File: src/rtl/pkt_pkg.sv
// Shared definitions for the cluster-protocol transmit path: packet codes,
// header layout constants, FSM encoding and the header byte selector.
package pkt_pkg;

   localparam logic [2:0] PKT_HB   = 3'd0;
   localparam logic [2:0] PKT_CHE  = 3'd1;
   localparam logic [2:0] PKT_INV  = 3'd2;
   localparam logic [2:0] PKT_MR   = 3'd3;
   localparam logic [2:0] PKT_CHTS = 3'd4;
   localparam logic [2:0] PKT_DATA = 3'd5;

   localparam int          HDR_LEN  = 6;
   localparam logic [15:0] BCAST_ID = 16'h0000;

   typedef enum logic [2:0] {
      ST_IDLE  = 3'd0,
      ST_HDR   = 3'd1,
      ST_FETCH = 3'd2,
      ST_PAY   = 3'd3,
      ST_CSUM  = 3'd4
   } tx_state_e;

   function automatic logic type_known(input logic [2:0] t);
      return (t <= PKT_DATA);
   endfunction

   // Header byte idx of the frame: type, src MSB/LSB, dest MSB/LSB, length.
   function automatic logic [7:0] hdr_byte(input logic [7:0]  idx,
                                           input logic [2:0]  t,
                                           input logic [15:0] src,
                                           input logic [15:0] dst,
                                           input logic [7:0]  len);
      logic [7:0] b;
      case (idx)
         8'd0:    b = {5'b00000, t};
         8'd1:    b = src[15:8];
         8'd2:    b = src[7:0];
         8'd3:    b = dst[15:8];
         8'd4:    b = dst[7:0];
         8'd5:    b = len;
         default: b = 8'h00;
      endcase
      return b;
   endfunction

endpackage

File: src/rtl/pkt_csum_acc.sv
// Running XOR checksum over the bytes of one outgoing frame.
module pkt_csum_acc
   import pkt_pkg::*;
#(
   parameter int W = 8
) (
   input  logic         clk,
   input  logic         rst,
   input  logic         clr_i,
   input  logic         en_i,
   input  logic [W-1:0] data_i,
   output logic [W-1:0] csum_o
);

   logic [W-1:0] acc_q;
   logic [W-1:0] acc_d;

   // Clear has priority so a new frame never inherits the previous sum.
   always_comb begin
      acc_d = acc_q;
      if (clr_i) begin
         acc_d = '0;
      end else if (en_i) begin
         acc_d = acc_q ^ data_i;
      end else begin
         acc_d = acc_q;
      end
   end

   // Accumulator register.
   always_ff @(posedge clk or posedge rst) begin
      if (rst) begin
         acc_q <= '0;
      end else begin
         acc_q <= acc_d;
      end
   end

   assign csum_o = acc_q;

endmodule

File: src/rtl/pkt_transmitter.sv
// Frames HB/CHE/INV/MR/CHTS/DATA packets into a valid/ready byte stream,
// fetching payload bytes from the node's packet memory one at a time.
module pkt_transmitter
   import pkt_pkg::*;
#(
   parameter int WORD_WIDTH  = 16,
   parameter int MEM_WIDTH   = 8,
   parameter int MEM_DEPTH   = 2048,
   parameter int ADDR_WIDTH  = $clog2(MEM_DEPTH),
   parameter int MAX_PAYLOAD = 32
) (
   input  logic                  clk,
   input  logic                  rst,
   input  logic                  start,
   input  logic [2:0]            txPktType,
   input  logic [WORD_WIDTH-1:0] myNodeID,
   input  logic [WORD_WIDTH-1:0] destinationID,
   input  logic [7:0]            txLen,
   input  logic [ADDR_WIDTH-1:0] txBaseAddr,
   output logic [ADDR_WIDTH-1:0] memAddr,
   output logic                  memRd,
   input  logic [MEM_WIDTH-1:0]  memData,
   output logic [MEM_WIDTH-1:0]  txByte,
   output logic                  txValid,
   input  logic                  txReady,
   output logic                  busy,
   output logic                  done,
   output logic                  err
);

   tx_state_e             state_q, state_d;
   logic [7:0]            idx_q, idx_d;
   logic [2:0]            type_q, type_d;
   logic [WORD_WIDTH-1:0] src_q, src_d;
   logic [WORD_WIDTH-1:0] dst_q, dst_d;
   logic [7:0]            len_q, len_d;
   logic [ADDR_WIDTH-1:0] base_q, base_d;
   logic [MEM_WIDTH-1:0]  pay_q, pay_d;
   logic                  hold_q, hold_d;
   logic                  busy_q, busy_d;
   logic                  done_q, done_d;
   logic                  err_q, err_d;
   logic                  csum_clr_s;
   logic                  csum_en_s;
   logic [MEM_WIDTH-1:0]  csum_s;
   logic [MEM_WIDTH-1:0]  hdr_byte_s;

   // State and datapath registers.
   always_ff @(posedge clk or posedge rst) begin
      if (rst) begin
         state_q <= ST_IDLE;
         idx_q   <= 8'd0;
         type_q  <= 3'd0;
         src_q   <= '0;
         dst_q   <= '0;
         len_q   <= 8'd0;
         base_q  <= '0;
         pay_q   <= '0;
         hold_q  <= 1'b0;
         busy_q  <= 1'b0;
         done_q  <= 1'b0;
         err_q   <= 1'b0;
      end else begin
         state_q <= state_d;
         idx_q   <= idx_d;
         type_q  <= type_d;
         src_q   <= src_d;
         dst_q   <= dst_d;
         len_q   <= len_d;
         base_q  <= base_d;
         pay_q   <= pay_d;
         hold_q  <= hold_d;
         busy_q  <= busy_d;
         done_q  <= done_d;
         err_q   <= err_d;
      end
   end

   // Next-state logic.
   always_comb begin
      state_d    = state_q;
      idx_d      = idx_q;
      type_d     = type_q;
      src_d      = src_q;
      dst_d      = dst_q;
      len_d      = len_q;
      base_d     = base_q;
      pay_d      = pay_q;
      hold_d     = hold_q;
      busy_d     = busy_q;
      done_d     = 1'b0;
      err_d      = 1'b0;
      csum_clr_s = 1'b0;
      case (state_q)
         ST_IDLE: begin
            if (start) begin
               if (!type_known(txPktType) || (txLen > 8'(MAX_PAYLOAD))) begin
                  err_d = 1'b1;
               end else begin
                  type_d     = txPktType;
                  src_d      = myNodeID;
                  dst_d      = (txPktType == PKT_HB) ? WORD_WIDTH'(BCAST_ID) : destinationID;
                  len_d      = txLen;
                  base_d     = txBaseAddr;
                  idx_d      = 8'd0;
                  busy_d     = 1'b1;
                  csum_clr_s = 1'b1;
                  state_d    = ST_HDR;
               end
            end else begin
               state_d = ST_IDLE;
            end
         end
         ST_HDR: begin
            if (txReady) begin
               if (idx_q == 8'(HDR_LEN - 1)) begin
                  idx_d   = 8'd0;
                  state_d = (len_q == 8'd0) ? ST_CSUM : ST_FETCH;
               end else begin
                  idx_d = idx_q + 8'd1;
               end
            end else begin
               state_d = ST_HDR;
            end
         end
         ST_FETCH: begin
            hold_d  = 1'b0;
            state_d = ST_PAY;
         end
         ST_PAY: begin
            // Capture the read data once so the byte survives a stalled sink.
            if (!hold_q) begin
               pay_d  = memData;
               hold_d = 1'b1;
            end else begin
               pay_d = pay_q;
            end
            if (txReady) begin
               hold_d = 1'b0;
               if (idx_q == (len_q - 8'd1)) begin
                  state_d = ST_CSUM;
               end else begin
                  idx_d   = idx_q + 8'd1;
                  state_d = ST_FETCH;
               end
            end else begin
               state_d = ST_PAY;
            end
         end
         ST_CSUM: begin
            if (txReady) begin
               busy_d  = 1'b0;
               done_d  = 1'b1;
               state_d = ST_IDLE;
            end else begin
               state_d = ST_CSUM;
            end
         end
         default: begin
            busy_d  = 1'b0;
            state_d = ST_IDLE;
         end
      endcase
   end

   assign hdr_byte_s = hdr_byte(idx_q, type_q, src_q, dst_q, len_q);

   // Stream and memory outputs decoded from the current state.
   always_comb begin
      txValid = 1'b0;
      txByte  = '0;
      memRd   = 1'b0;
      memAddr = '0;
      case (state_q)
         ST_HDR: begin
            txValid = 1'b1;
            txByte  = hdr_byte_s;
         end
         ST_FETCH: begin
            memRd   = 1'b1;
            memAddr = base_q + ADDR_WIDTH'(idx_q);
         end
         ST_PAY: begin
            txValid = 1'b1;
            txByte  = hold_q ? pay_q : memData;
         end
         ST_CSUM: begin
            txValid = 1'b1;
            txByte  = csum_s;
         end
         default: begin
            txValid = 1'b0;
         end
      endcase
   end

   assign csum_en_s = txValid & txReady & (state_q != ST_CSUM);

   pkt_csum_acc #(.W(MEM_WIDTH)) u_csum (
      .clk    (clk),
      .rst    (rst),
      .clr_i  (csum_clr_s),
      .en_i   (csum_en_s),
      .data_i (txByte),
      .csum_o (csum_s)
   );

   assign busy = busy_q;
   assign done = done_q;
   assign err  = err_q;

endmodule

File: config.mk
export PLATFORM = sky130hd
export DESIGN_NAME = pkt_transmitter
export DESIGN_NICKNAME = d
export VERILOG_FILES = /design/src/rtl/pkt_pkg.sv /design/src/rtl/pkt_csum_acc.sv /design/src/rtl/pkt_transmitter.sv
export SDC_FILE = /design/constraint.sdc
export NUM_CORES = 1
export LEC_CHECK = 0
export CORE_MARGIN = 8
export CORE_UTILIZATION = 53
export DETAILED_ROUTE_END_ITERATION = 7
export PLACE_DENSITY = 0.81
export SYNTH_ARGS = -nofsm -noshare
export SYNTH_HDL_FRONTEND = slang
export SYNTH_SLANG_ARGS = --single-unit
File: constraint.sdc
create_clock -name clk -period 3.45 [get_ports clk]
set_input_delay 0.69 -clock clk [delete_from_list [all_inputs] [get_ports clk]]
set_output_delay 0.69 -clock clk [all_outputs]
set_load 0.01 [all_outputs]
==> out/metrics.cfg, run 1 <==
[synthesis]
yosys.cell_types.count=56
share_of_synthesized_area_spent_on_multiplexers=0.144
synth_cells=481
compound_gate_portion_of_the_synthesized_area=0.157
avgSynthCellArea_um2=10.1
syn-num-nets=562
synth_seq_cells=85
synth_adder_area_share=0.0403
synthXorXnorAreaFrac=0.0290
post_synth_and_or_nand_nor_area_fraction=0.161
ys_warn_count=0
synth_sequential_area_ratio=0.440
dominant_combinational_cell_family_by_area_after_synthesis=simple AND/OR/NAND/NOR gates
synth_edf_count=0
async_reset_ff_frac=1.00
ys_dominant_reg_cell=dfrtp_1
synth.cell_area_um2=4840

[power]
maximum_vdd_ir_drop_v=0.000372
power_density_nw_per_um2=730
total_power_mw=4.58
cellLeakagePower_nw=2.85

[die]
die_x_um=112
initial_core_utilization=0.534
placementRows=35
placeableCoreArea_um2=9060
floorplan.die_area_um2=12400
chipHeight_um=112
ioPinCount=90

[sta]
setup-violations-final=0
final_hold_violation_count=0
maxClockFrequency_ghz=0.293
finalCritPeriodShare=0.991
timing_max_transition_violations_final=0
clock-skew-final_ns=0.0120
finalWorstPathRequiredPeriod_ns=3.42
worst_pin_slew_ns=0.832
grt_setup_unrepaired=yes
slew_headroom=0.446
post-route-worst-setup-slack_ns=0.0317

[grt]
globalRoute.totalOverflow=0
grt_usage=0.198
grt_pass1_vias=4197
grt_first_pass_wirelength_mm=20.3
grt_start_max_net_pins=86
initial_antenna_violation_count=0

[cells_and_area]
final_net_count=657
layout-drive-gt1-share=0.196
area_growth_from_synthesis_to_final_layout_pct=29.7
share_of_the_core_filled_with_cells=0.692
antenna-diode-count=0
num-fill-cells=679

[min_path]
worstHoldPathType=register to register
holdPathEnd=u_csum.csum_o[5]$_DFFE_PP0P_
holdPathStages=1
hold_start=u_csum.csum_o[5]$_DFFE_PP0P_

[placement]
dp.final_hpwl_mm=8.77
finalWeightedCongestion=0.843
dp_slack_ns=-0.172
io_buffers=89

[clock_network]
worst_skew_pair.late_latency_ns=0.36
post_cts_clock_slew_at_the_launch_and_capture_registers_of_the_worst_setup_and_hold_paths_ns=0.09
cts_root_buffer=clkbuf_8
htree_levels=3
clock_path_buffers=2
tritoncts=done
clock_sinks=85
cts-buffers-inserted=9

[worst_setup_path]
cp_class=register to output port
rr_endpoint=idx_q[6]$_DFFE_PP0P_
critPathLaunchType=register
rrSetupSlack_ns=0.85
critical_path.reg2reg.startpoint=idx_q[3]$_DFFE_PP0P_
endpoint_kind=output port
r2r_cells=6
cp_max_fo=3
arrival_ns=2.73
required_ns=2.76

[route]
drt.antenna.violating_nets=0
num_vias=4124
route.detailed.vias_per_inst=5.96
detail_route.iter0.violations=249
detail_route.first_pass.iterations=6
wire_per_inst_um=17.8
detailed_route_wl_mm=12.3
drc_errors=0

[flow_run]
max-cap-violations=0

[run_status]
status=finished, final reports clean

==> kinds of logic after synthesis <==
logic type,count (synthesis)
multiplexers,64
buffers and inverters,38
AND/OR/NAND/NOR,155
adder cells (fa/ha/maj),15
flip-flops,85
AO/OA/AOI/OAI,108
XOR/XNOR,16
==> final cells by class <==
type | instances | area, um2 | area share
clock inverters | 7 | 87.6 | 0.0140
flip-flops and latches | 85 | 2130 | 0.339
repair buffers | 112 | 1080 | 0.172
clock buffers | 9 | 124 | 0.0197
inverters | 10 | 38.8 | 0.00618
well taps | 111 | 139 | 0.0221
multi-input cells | 358 | 2680 | 0.427
==> metrics by stage <==
step	instance area, um2	instances	setup TNS, ns	hold WS [ns]
2_1_floorplan	4840	481	0	0.442
3_3_place_gp	5910	671	-0.106	0.454
3_5_place_dp	5910	671	-0.300	0.467
4_1_cts	6160	688	-0.128	0.486
5_1_grt	6270	692	-0.265	0.505
6_report	6270	692	0	0.480
==> per-layer routing <==
layer / vias up / global-route usage / wire (um)
li1: 1941 / - / -
met3: 28 / 0.0541 / 852
met2: 166 / 0.338 / 6200
met1: 1989 / 0.233 / 4960
met4: 0 / 0.0729 / 267
met5: - / 0 / 0
==> flip-flops by register name, indices dropped and copies added (netlist names) <==
register	count
base_q	11
src_q	16
done	1
type_q	3
idx_q	8
pay_q	8
busy	1
u_csum.csum_o	8
dst_q	16
state_q	3
hold_q	1
len_q	8
err	1
==> worst max path at each step <==
| stage | cells after the start | from | end | slack, ns |
|---|---|---|---|---|
| global route | 9 | idx_q[1]$_DFFE_PP0P_ | memAddr[9] | -0.07 |
| global placement | 10 | idx_q[0]$_DFFE_PP0P_ | memAddr[8] | -0.06 |
| finish | 10 | idx_q[2]$_DFFE_PP0P_ | memAddr[8] | 0.03 |
| floorplan | 8 | idx_q[0]$_DFFE_PP0P_ | memAddr[8] | 0.21 |
| CTS | 10 | idx_q[0]$_DFFE_PP0P_ | memAddr[10] | -0.07 |
| detailed placement | 10 | idx_q[0]$_DFFE_PP0P_ | memAddr[10] | -0.17 |
==> synthesized netlist by cell type (9+ instances only) <==
cell	instances	share of area
and2_1	10	0.013
a22oi_1	10	0.016
nand3_1	12	0.012
xor2_1	9	0.016
nor2_1	27	0.021
dfrtp_1	85	0.44
nand2_1	60	0.047
o21ai_0	26	0.027
mux2_2	44	0.10
ha_1	14	0.036
a21oi_1	16	0.017
mux2i_1	20	0.041
inv_1	10	0.0078
clkbuf_1	24	0.019
==> cells in the final DEF, fill, tap and decap left out, drive strengths merged, types with 15 or more instances in the layout <==
| cell type | n |
|---|---|
| a21oi | 16 |
| nand2 | 60 |
| nor2 | 27 |
| mux2i | 20 |
| clkdlybuf4s50 | 81 |
| buf | 25 |
| inv | 15 |
| mux2 | 44 |
| o21ai | 28 |
| dfrtp | 85 |
==> what timing repair did <==
item	in CTS	in global routing
hold buffers	0	0
resized for setup	19	22
pin swaps	3	11
setup endpoints to repair	12	12
setup buffers	1	4
==> worst max-delay path: stages, from the launching register on <==
cell and delay (ns):
dfrtp_1 0.40, ha_1 0.35, a21o_1 0.15, a21oi_2 0.06
o21bai_2 0.23, a2111oi_4 0.12, buf_4 0.16, buf_6 0.11
or4_1 0.50, a21oi_1 0.14, buf_2 0.15
==> power by group <==
| part | switching, mW | internal [mW] | leakage [nW] |
|---|---|---|---|
| sequential | 0.364 | 1.43 | 1.08 |
| clock | 0.400 | 0.355 | 0.109 |
| combinational | 1.02 | 1.02 | 1.66 |
(Power assumes the default switching activity.)
==> run 2, diff against run 1 <==
--- a/config.mk
+++ b/config.mk
@@ -5,10 +5,12 @@
 export SDC_FILE = /design/constraint.sdc
 export NUM_CORES = 1
 export LEC_CHECK = 0
+export CELL_PAD_IN_SITES_DETAIL_PLACEMENT = 0
+export CELL_PAD_IN_SITES_GLOBAL_PLACEMENT = 2
 export CORE_MARGIN = 8
-export CORE_UTILIZATION = 53
+export CORE_UTILIZATION = 33
 export DETAILED_ROUTE_END_ITERATION = 7
-export PLACE_DENSITY = 0.81
+export PLACE_DENSITY_LB_ADDON = 0.1
 export SYNTH_ARGS = -nofsm -noshare
 export SYNTH_HDL_FRONTEND = slang
 export SYNTH_SLANG_ARGS = --single-unit
==> run 2 against run 1 <==
Non-clock buffer count did not move. Global-route usage fell by 5.0 points. Cell count rose by 11%. Sequential power barely moved. Combinational power barely moved. First-iteration DRC count fell by 35%. Worst hold slack got worse by 0.0012 ns. Largest cell class unchanged.
==> out/metrics.cfg, run 2 (synthesized netlist as in run 1, its figures left out) <==
[grt]
globalRoute.totalOverflow=0
grt_first_pass_wirelength_mm=21.4
grt_start_max_net_pins=69
grt_usage=0.148
grt_pass1_vias=3992
initial_antenna_violation_count=0

[die]
ioPinCount=90
floorplan.die_area_um2=18800
die_x_um=137
chipHeight_um=137
placeableCoreArea_um2=14400
initial_core_utilization=0.336
placementRows=44

[worst_setup_path]
worstPathCellList=ha_2, fa_2, a21o_1, a21oi_2, o21bai_2, a2111oi_2, buf_4, or4b_2, a21oi_2, clkdlybuf4s15_2
rrSetupSlack_ns=0.73
crit_path_frequent_cell=a21oi_2
cp_class=register to output port
cp_max_fo=4
critical_path.reg2reg.startpoint=idx_q[4]$_DFFE_PP0P_
rr_endpoint=idx_q[5]$_DFFE_PP0P_
critPathLaunchType=register
arrival_ns=2.67
required_ns=2.76
endpoint_kind=output port
r2r_cells=6
critPathSlowestCell=or4b_2
crit_path_max_incr_delay_ns=0.62

[route]
num_vias=3931
drt.antenna.violating_nets=0
detail_route.iter0.violations=163
detail_route.first_pass.iterations=4
wire_per_inst_um=17.8
route.detailed.vias_per_inst=5.14
drc_errors=0
detailed_route_wl_mm=13.6

[clock_network]
post_cts_hold_buffer_count=0
htree_levels=3
post_cts_clock_slew_at_the_launch_and_capture_registers_of_the_worst_setup_and_hold_paths_ns=0.06
clock_sinks=85
tritoncts=done
cts_root_buffer=clkbuf_16
cts-buffers-inserted=9
clock_path_buffers=2
post-cts-setup-buffer-count=0
worst_skew_pair.late_latency_ns=0.35

[cells_and_area]
leading_cell_type_in_the_layout_fill_and_taps_excluded=dfrtp_1
reg_top3=dst_q x16, src_q x16, base_q x11
layout-drive-gt1-share=0.200
final_net_count=657
antenna-diode-count=0
commonest_cells_after_routing_fill_and_taps_aside=85 x dfrtp_1, 82 x clkdlybuf4s50_1, 60 x nand2_1, 44 x mux2_2, 27 x nor2_1
area_growth_from_synthesis_to_final_layout_pct=33.4
num-fill-cells=1430

[sta]
setup-violations-final=0
finalCritPeriodShare=0.974
fin_tns_setup_ns=0
finalWorstPathRequiredPeriod_ns=3.36
maxClockFrequency_ghz=0.298
final_hold_violation_count=0
grt_setup_unrepaired=yes
timing_max_transition_violations_final=0
clock-skew-final_ns=0.00667
slew_headroom=0.455
worst_pin_slew_ns=0.807

[placement]
dp.final_hpwl_mm=10.1
finalWeightedCongestion=0.769
io_buffers=89

[min_path]
worstHoldPathType=register to register
hold_start=dst_q[0]$_DFFE_PP0P_
holdPathEnd=dst_q[0]$_DFFE_PP0P_
holdPathStages=2

[power]
maximum_vdd_ir_drop_v=0.000204
cellLeakagePower_nw=2.86
total_power_mw=4.84
power_density_nw_per_um2=750

[run_status]
status=finished, final reports clean

[flow_run]
max-cap-violations=0

==> run 2: stage by stage <==
stage	hold WS [ns]	util	setup WS, ns	cells	area [um2]
2_1_floorplan	0.442	-	0.206	481	4840
4_1_cts	0.482	0.443	0.00197	765	6390
3_3_place_gp	0.459	0.419	-0.120	749	6040
3_5_place_dp	0.470	0.419	-0.123	749	6040
5_1_grt	0.504	0.448	-0.0658	765	6450
6_report	0.479	0.448	0.0900	765	6450
==> run 2: per-layer routing <==
metal	part of all wire	global-route usage	vias up
met5	0	0	-
met4	0.018	0.0597	0
met3	0.036	0.0272	16
met2	0.49	0.248	61
met1	0.45	0.183	1908
li1	-	-	1946
==> run 2: where the power goes <==
group / total [mW] / leakage, nW / switching, mW / internal (mW)
Combinational: 2.06 / 1.64 / 1.01 / 1.05
Clock: 0.981 / 0.143 / 0.402 / 0.579
Sequential: 1.79 / 1.08 / 0.364 / 1.43
Total: 4.84 / 2.86 / 1.78 / 3.06
==> run 2: worst max-delay path by stage <==
stage	startpoint	end	cells past startpoint
3_5_place_dp	idx_q[0]$_DFFE_PP0P_	memAddr[10]	10
2_1_floorplan	idx_q[0]$_DFFE_PP0P_	memAddr[8]	8
5_1_grt	idx_q[0]$_DFFE_PP0P_	memAddr[10]	10
4_1_cts	idx_q[0]$_DFFE_PP0P_	memAddr[8]	10
6_report	idx_q[0]$_DFFE_PP0P_	memAddr[10]	10
3_3_place_gp	idx_q[0]$_DFFE_PP0P_	memAddr[8]	10
==> run 2: area by class of cell <==
| type | instances | area (um2) | area share |
|---|---|---|---|
| clock buffers | 12 | 246 | 0.0382 |
| inverters | 10 | 38.8 | 0.00601 |
| clock inverters | 4 | 47.5 | 0.00737 |
| flip-flops and latches | 85 | 2130 | 0.330 |
| repair buffers | 112 | 1080 | 0.168 |
| well taps | 184 | 230 | 0.0357 |
| multi-input cells | 358 | 2680 | 0.415 |
==> run 2: worst max-delay path, delay by kind of cell, from the launching register on <==
family | cells | cell delay, ns
adder cells (fa/ha/maj) | 2 | 0.40
buffers and inverters | 2 | 0.38
flip-flops | 1 | 0.35
AO/OA/AOI/OAI | 5 | 0.58
AND/OR/NAND/NOR | 1 | 0.62
==> run 2: timing repair <==
item / 4_1_cts / 5_1_grt
endpoints found under the setup margin: 11 / 11
pin swaps: 5 / 4
resized for setup: 22 / 20
==> run 3, diff against run 2 <==
--- a/config.mk
+++ b/config.mk
@@ -5,10 +5,12 @@
 export SDC_FILE = /design/constraint.sdc
 export NUM_CORES = 1
 export LEC_CHECK = 0
+export ABC_AREA = 1
+export CAP_MARGIN = 20
 export CELL_PAD_IN_SITES_DETAIL_PLACEMENT = 0
 export CELL_PAD_IN_SITES_GLOBAL_PLACEMENT = 2
 export CORE_MARGIN = 8
-export CORE_UTILIZATION = 33
+export CORE_UTILIZATION = 30
 export DETAILED_ROUTE_END_ITERATION = 7
 export PLACE_DENSITY_LB_ADDON = 0.1
 export SYNTH_ARGS = -nofsm -noshare
==> run 3 against run 2 <==
Synthesized cell count grew 49%. Non-clock buffer count down 12. Power decreased by 3.9%. Clock power down 5.0%. Sequential power shrank 3%. Via count rose by 19%. Worst setup slack improved by 0.095 ns. Routed wire length is 14% higher. Worst hold slack better by 0.0028 ns. Sequential cell count is the same. Critical endpoint is now memAddr[9]. Highest routed layer unchanged.
==> out/metrics.cfg, run 3 <==
[synthesis]
async_reset_ff_frac=1.00
syn-num-nets=799
synth_cells=718
post-synth-top-count-cell=nand2_1
dominant_combinational_cell_family_by_area_after_synthesis=simple AND/OR/NAND/NOR gates
avgSynthCellArea_um2=7.14
synth.top_cells.by_area=dfrtp_1 41%, nand2_1 19%, o21ai_0 5.7%, nand3_1 5.4%, inv_1 5.1%
synthDominantAreaCellType=dfrtp_1
yosys.cell_types.count=36
ys_dominant_reg_cell=dfrtp_1
synthXorXnorAreaFrac=0.0254
share_of_synthesized_area_spent_on_multiplexers=0
synth_edf_count=0
post_synth_and_or_nand_nor_area_fraction=0.335
ys_warn_count=0
synth.cell_area_um2=5130
synth_seq_cells=85
synth_top_area_share=0.415
synth.cells.most_frequent=258 x nand2_1, 85 x dfrtp_1, 69 x inv_1
synth_sequential_area_ratio=0.415
compound_gate_portion_of_the_synthesized_area=0.104
synth_adder_area_share=0.0381

[cells_and_area]
area_growth_from_synthesis_to_final_layout_pct=28.6
antenna-diode-count=0
leading_cell_type_in_the_layout_fill_and_taps_excluded=nand2_1
reg_top3=dst_q x16, src_q x16, base_q x11
commonest_cells_after_routing_fill_and_taps_aside=257 x nand2_1, 86 x clkdlybuf4s50_1, 81 x dfrtp_1, 68 x inv_1, 57 x o21ai_0
num-fill-cells=1777
layout.cell_area.non_filler_um2=6600
final_net_count=885
layout-drive-gt1-share=0.0817
instances_no_fill=1033

[clock_network]
worst_skew_pair.late_latency_ns=0.36
tritoncts=done
htree_levels=3
cts-buffers-inserted=9
post_cts_hold_buffer_count=0
clock_sinks=85
cts_root_buffer=clkbuf_16
clock_path_buffers=2
post_cts_clock_slew_at_the_launch_and_capture_registers_of_the_worst_setup_and_hold_paths_ns=0.06

[sta]
final_hold_violation_count=0
timing_max_transition_violations_final=0
finalWorstPathRequiredPeriod_ns=3.27
slew_headroom=0.583
fin_tns_setup_ns=0
finalCritPeriodShare=0.947
grt_setup_unrepaired=no
maxClockFrequency_ghz=0.306
hold-worst-slack_ns=0.481
setup-violations-final=0
worst_pin_slew_ns=0.625
clock-skew-final_ns=0.0195

[route]
wire_per_inst_um=15.0
drt.antenna.violating_nets=0
detailed_route_wl_mm=15.5
route.detailed.vias_per_inst=4.54
detail_route.first_pass.iterations=7
num_vias=4686
drc_errors=0
detail_route.iter0.violations=231

[worst_setup_path]
required_ns=2.76
critPathLaunchType=register
cp_max_fo=9
endpoint_kind=output port
cp_class=register to output port
arrival_ns=2.58

[die]
die_x_um=147
floorplan.die_area_um2=21500
chipHeight_um=147
ioPinCount=90
placeableCoreArea_um2=17000
initial_core_utilization=0.302
placementRows=48

[placement]
dp.final_hpwl_mm=11.8
dpl_cell_area_um2=6250
placedCellCount=1017
io_buffers=89
finalWeightedCongestion=0.851

[power]
power_density_nw_per_um2=705
cellLeakagePower_nw=3.30
maximum_vdd_ir_drop_v=0.000274

[flow_run]
max-cap-violations=0

[grt]
globalRoute.totalOverflow=0
grt_usage=0.146
grt_first_pass_wirelength_mm=25.0
initial_antenna_violation_count=0
grt_start_max_net_pins=66
grt_pass1_vias=4827

[min_path]
worstHoldPathType=register to register

[run_status]
status=finished, final reports clean

-- run 3: cell types whose count changed in the layout (fill, tap and decap cells not counted), moves of 14 or more --
cell / previous run / this run
nor2_1: 27 / 51
nand2_1: 60 / 257
mux2i_1: 20 / 0
nand3_1: 12 / 55
o21ai_0: 24 / 57
mux2_2: 44 / 0
a21oi_1: 12 / 26
inv_1: 7 / 68
-- run 3: what timing repair did --
| item | 4_1_cts | 5_1_grt |
|---|---|---|
| pin swaps | 0 | 1 |
| setup endpoints to repair | 1 | 10 |
| resized for setup | 2 | 13 |
| buffers inserted | 0 | 1 |
-- run 3: worst paths after layout --
path / depth (start not counted) / startpoint / to / slack (ns)
max: 9 / idx_q[2]$_DFFE_PP0P_ / memAddr[9] / 0.18
min: 1 / busy$_DFFE_PP0P_ / busy$_DFFE_PP0P_ / 0.48
max reg2reg: 10 / len_q[0]$_DFFE_PP0P_ / idx_q[6]$_DFFE_PP0P_ / 1.38
min reg2reg: 1 / busy$_DFFE_PP0P_ / busy$_DFFE_PP0P_ / 0.48
max in group asynchronous: 3 / rst / idx_q[2]$_DFFE_PP0P_ / 2.04
min in group asynchronous: 2 / rst / pay_q[4]$_DFFE_PP0P_ / 0.68
-- run 3: area by class of cell --
| class | count | area [um2] | share of cell area |
|---|---|---|---|
| multi-input combinational | 533 | 2620 | 0.398 |
| sequential | 85 | 2130 | 0.323 |
| timing repair buffer | 100 | 990 | 0.150 |
| inverter | 75 | 287 | 0.0434 |
| tap | 225 | 282 | 0.0427 |
| clock buffer | 10 | 239 | 0.0362 |
| clock inverter | 5 | 43.8 | 0.00664 |
-- run 3: power by group --
part,total [mW],internal [mW],leakage [nW],switching (mW)
combinational,1.98,0.807,2.07,1.18
clock,0.932,0.512,0.140,0.420
sequential,1.74,1.41,1.09,0.324
-- run 3: per-layer routing --
| metal | wire, um | vias to the layer above | GRT usage |
|---|---|---|---|
| met1 | 7190 | 2150 | 0.181 |
| met5 | 0 | - | 0 |
| met4 | 129 | 0 | 0.0340 |
| met2 | 7750 | 70 | 0.249 |
| li1 | - | 2458 | - |
| met3 | 472 | 8 | 0.0384 |
-- run 3: critical path, stage by stage, from the launching register on --
cell	delay, ns
dfrtp_2	0.48
ha_1	0.36
a21oi_1	0.16
nand2_1	0.11
nand4_1	0.13
a21oi_2	0.08
nor2_1	0.15
o21ai_0	0.10
nor2_1	0.11
clkdlybuf4s50_1	0.54
-- run 3: cell families (layout without fill, tap and decap cells) --
group | after synthesis | count (layout)
adders and majority gates | 15 | 15
buffers and inverters | 100 | 190
DFF | 85 | 85
AOI/OAI and AO/OA | 102 | 102
and+or+nand+nor | 402 | 402
xor gates and xnor gates | 14 | 14
-- run 3: metrics by stage --
step	power, mW	worst slack [ns]	utilization
finish	4.65	0.185	0.388
global route	5.08	0.00883	0.388
CTS	4.72	0.0644	0.384
detailed placement	3.74	0.238	0.368
global placement	3.72	0.321	0.368
floorplan	2.99	0.567	-
==> edit 1, RTL diff (config.mk and constraints of run 2) <==
Set the parameter `MEM_DEPTH` to 512 (it was 2048).
--- a/src/rtl/pkt_transmitter.sv
+++ b/src/rtl/pkt_transmitter.sv
@@ -6,5 +6,5 @@
    parameter int WORD_WIDTH  = 16,
    parameter int MEM_WIDTH   = 8,
-   parameter int MEM_DEPTH   = 2048,
+   parameter int MEM_DEPTH   = 512,
    parameter int ADDR_WIDTH  = $clog2(MEM_DEPTH),
    parameter int MAX_PAYLOAD = 32
Interface: changed (resized memAddr and txBaseAddr); port bits go from 90 to 86. The function was not compared with the original's and may differ.
==> edit 1 against run 2 <==
- sequential cell count fell by 2
- synthesized area rose by 0.23%
- sequential power is 6% lower
- wire length rose by 2.3%
- register-to-register slack improved by 0.21 ns
- sequential share of layout area decreased by 0.81 points
- setup slack worse by 0.034 ns
- total power down 7.5%
- global-route usage up 0.67 points
- via count up 8.5%
- final area grew 0.12%
- critical path type unchanged
- largest cell class unchanged
==> edit 1: results (changes against run 2) <==
| Metric | Value |
|---|---|
| Outcome | `finished, final reports clean (unchanged)` |
| Count leader, synth | `nand2_1 (was dfrtp_1)` |
| Top Registers | `dst_q (16), src_q (16), base_q (9) (was dst_q (16), src_q (16), base_q (11))` |
| All-Layer GR Usage | `0.155 (was 0.148)` |
| Worst r2r src | `len_q[0] (was idx_q[4])` |
| Global-route wire length before repair | `22700 um (was 21400 um)` |
| PortBufs | `85 (was 89)` |
| Post-Synth XOR/XNOR Area | `0.0343 (was 0.0290)` |
| DRT Pass-1 Iters | `5 (was 4)` |
| Reg2Reg Depth | `8 (was 6)` |
| Routability congestion estimate | `0.791 (was 0.769)` |
| Avg WL per Cell | `16.5 um (was 17.8 um)` |
| Fillers | `1450 (was 1430)` |
| Sequential Area | `2080 um^2 (was 2130 um^2)` |
| Ratio of cells with drive above 1 in the final layout | `0.134 (was 0.200)` |
| Placed cell area | `6010 um^2 (was 6040 um^2)` |
| Slowest cell on crit path | `or4_4 (was or4b_2)` |
| Post-synth top cells | `136 x nand2_1, 83 x dfrtp_1, 31 x clkbuf_1 (was 85 x dfrtp_1, 60 x nand2_1, 44 x mux2_2)` |
| Syn_area_per_cell | `8.59 um^2 (was 10.1 um^2)` |
| Synth Net Count | `644 (was 562)` |
| Actual slew at the worst max-slew pin | `0.776 ns (was 0.807 ns)` |
| Final WL | `13900 um (was 13600 um)` |
| WP data arrival | `2.70 ns (was 2.67 ns)` |
| Pre-CTS setup slack | `-0.206 ns (was -0.123 ns)` |
| Max Clock Skew | `0.00818 ns (was 0.00667 ns)` |
| Peak supply drop | `0.000269 V (was 0.000204 V)` |
| Worst hold margin | `0.468 ns (was 0.479 ns)` |
| Top post-synthesis cells by area | `dfrtp_1 43%, nand2_1 11%, ha_1 3.6%, nand3_1 3.0%, a21oi_1 2.9% (was dfrtp_1 44%, mux2_2 10%, nand2_1 4.7%, mux2i_1 4.1%, ha_1 3.6%)` |
| Post-DR vias/cell | `5.07 (was 5.14)` |
| Placed insts | `824 (was 749)` |
| Leak | `2.91 nW (was 2.86 nW)` |
## edit 1: logic make-up (layout without fill, tap and decap cells)
family          count (synthesis)  after routing
flops                          83             83
mux                            22             22
buf+inv                        55            148
simple gates                  273            273
xor+xnor                       19             19
compound gates                 98             98
fa+ha+maj                      15             15
## edit 1: repair_timing
item / 4_1_cts / 5_1_grt
buffers inserted: 2 / 0
gates cloned: 0 / 0
pin swaps: 6 / 7
gates resized for setup: 17 / 17
setup endpoints to repair: 11 / 9
hold endpoints to repair: 0 / 0
hold buffers: 0 / 0
## edit 1: area by class of cell
| class | instances | share of cell area |
|---|---|---|
| Multi-Input combinational cell | 427 | 0.411 |
| Sequential cell | 83 | 0.321 |
| Timing Repair Buffer | 114 | 0.169 |
| Clock buffer | 11 | 0.0391 |
| Tap cell | 184 | 0.0356 |
| Clock inverter | 5 | 0.0132 |
| Inverter | 18 | 0.0106 |
## edit 1: how the worst max path moves through the flow
| stage | from | to | slack (ns) |
|---|---|---|---|
| floorplan | idx_q[0] | memAddr[8] | 0.36 |
| global placement | idx_q[0] | memAddr[8] | -0.14 |
| detailed placement | idx_q[0] | memAddr[8] | -0.21 |
| CTS | idx_q[0] | txByte[4] | 0.004 |
| global route | idx_q[1] | txByte[5] | -0.08 |
| finish | idx_q[4] | txByte[6] | 0.06 |
## edit 1: report_power, final
part	switching (mW)	internal [mW]	total, mW
Combinational	0.897	0.810	1.71
Sequential	0.320	1.36	1.68
Clock	0.413	0.676	1.09
## edit 1: layer usage
layer  track usage  routed length, um  up-vias
li1              -                  -     2139
met1         0.215               6950     2007
met2         0.234               6120      107
met3        0.0354                719       12
met4        0.0453                147        0
met5             0                  0        -
## edit 1: worst reg2reg max path, cell delays in order, from the launching register on
cell     delay, ns
dfrtp_1       0.45
inv_1         0.11
ha_1          0.28
nor2b_1       0.15
or3_1         0.34
a31o_1        0.25
nor4_1        0.53
nand4_1       0.18
a21oi_1       0.15
==> edit 2, RTL diff (settings of run 2) <==
Made on the original files. One comparison of `idx_q` changes from == to >=.
--- a/src/rtl/pkt_transmitter.sv
+++ b/src/rtl/pkt_transmitter.sv
@@ -114,5 +114,5 @@
          ST_HDR: begin
             if (txReady) begin
-               if (idx_q == 8'(HDR_LEN - 1)) begin
+               if (idx_q >= 8'(HDR_LEN - 1)) begin
                   idx_d   = 8'd0;
                   state_d = (len_q == 8'd0) ? ST_CSUM : ST_FETCH;
Formal check against the unedited RTL: same outputs for any inputs over 10 cycles, from zero or initial values and one cycle with rst high; that may be too few to reach the edited logic, so the function may still have changed.
==> edit 2 against run 2 <==
- utilization is 1.4 points lower
- sequential power is 7% lower
- synthesized area is 4.3% higher
- clock skew is 0.0023 ns lower
- critical path depth is 3 lower
- first-iteration DRC count is 44% higher
- sequential cell count stayed put
- total power is 0.60% higher
- clock power is 7% higher
- setup slack better by 0.0012 ns
- sequential share of layout area is 0.44 points lower
- final area is 1.4% higher
- wire length is 9.0% higher
- largest cell class unchanged
- largest power group unchanged
==> edit 2: results (changes against run 2) <==
| Metric | Value |
|---|---|
| Outcome | `finished, final reports clean (unchanged)` |
| Reg2Reg Depth | `10 (was 6)` |
| M1 WL | `6690 um (was 6140 um)` |
| Via count | `4375 (was 3931)` |
| Fillers | `1549 (was 1430)` |
| Clock Power Share | `0.216 (was 0.203)` |
| # resized after CTS | `25 (was 22)` |
| Sw Share | `0.383 (was 0.368)` |
| Crit-path max FO | `17 (was 4)` |
| Global-route wire length before repair | `24100 um (was 21400 um)` |
| Worst path top cell family by delay | `buffers and inverters (was simple AND/OR/NAND/NOR gates)` |
| Vias in the first global route | `4625 (was 3992)` |
| Post-synth top cells | `158 x nand2_1, 85 x dfrtp_1, 31 x nor2_1 (was 85 x dfrtp_1, 60 x nand2_1, 44 x mux2_2)` |
| All-Layer GR Usage | `0.156 (was 0.148)` |
| Slowest cell on crit path | `clkdlybuf4s50_1 (was or4b_2)` |
| Number of max-cap violations | `0 (unchanged)` |
| CTS buffer count | `9 (unchanged)` |
| Ratio of cells with drive above 1 in the final layout | `0.138 (was 0.200)` |
| Largest net degree at the start of global routing | `64 (was 69)` |
| Post-CTS Repair Setup Buffers | `1 (was 0)` |
| Top Layer Used | `met4 (unchanged)` |
| Met2 Use GR | `0.273 (was 0.248)` |
| Final WL | `14800 um (was 13600 um)` |
| Max_slew headroom | `0.494 (was 0.455)` |
| Detail Placement HPWL | `10900 um (was 10100 um)` |
| Distinct cells, synth | `58 (was 56)` |
| Comb pwr share | `0.442 (was 0.427)` |
| Critical Path Max Stage Delay | `0.48 ns (was 0.62 ns)` |
| Net count, final | `735 (was 657)` |
| Met3 Resource Use GR | `0.0352 (was 0.0272)` |
| Synth Instances | `563 (was 481)` |
| Seq/Total Area, Yosys | `0.421 (was 0.440)` |
| Pre-CTS setup slack | `-0.161 ns (was -0.123 ns)` |
| Routability congestion estimate | `0.792 (was 0.769)` |
| Post-DR vias/cell | `5.17 (was 5.14)` |
| Leak | `2.99 nW (was 2.86 nW)` |
| Max Clock Skew | `0.00437 ns (was 0.00667 ns)` |
| DR WL met2 | `7340 um (was 6730 um)` |
| Synth Net Count | `644 (was 562)` |
| Drt initial violations | `234 (was 163)` |
| Placed insts | `829 (was 749)` |
| Placed cell area | `6200 um^2 (was 6040 um^2)` |
| Internal power | `3.01 mW (was 3.06 mW)` |
| Met3 Wirelength | `623 um (was 494 um)` |
| Top post-synthesis cells by area | `dfrtp_1 42%, nand2_1 12%, mux2i_1 4.0%, ha_1 3.5%, xnor2_1 2.6% (was dfrtp_1 44%, mux2_2 10%, nand2_1 4.7%, mux2i_1 4.1%, ha_1 3.6%)` |
| Worst Hold Launch | `dst_q[2] (was dst_q[0])` |
| Peak supply drop | `0.000276 V (was 0.000204 V)` |
| Met1 usage | `0.188 (was 0.183)` |
## edit 2: cell type report
type	instances	area, um^2	share of cell area
Tap cell	188	235	0.0360
Sequential cell	85	2130	0.325
Timing Repair Buffer	115	1120	0.171
Clock inverter	6	87.6	0.0134
Inverter	12	46.3	0.00708
Multi-Input combinational cell	431	2700	0.412
Clock buffer	10	229	0.0350
## edit 2: path summary, 6_finish.rpt
check	end	slack, ns
min	dst_q[2]	0.47
min reg2reg	dst_q[2]	0.47
min in group asynchronous	src_q[4]	0.76
max reg2reg	idx_q[2]	0.89
max in group asynchronous	done	1.98
max	txByte[7]	0.09
## edit 2: cell families (layout without fill, tap and decap cells)
kind of cell,count (synthesis),count (layout),share of synthesized area
buffers and inverters,47,143,0.0503
XOR/XNOR,22,22,0.0382
AND/OR/NAND/NOR,270,270,0.244
multiplexers,30,30,0.0620
adder cells (fa/ha/maj),15,15,0.0387
AO/OA/AOI/OAI,94,94,0.146
flip-flops,85,85,0.421
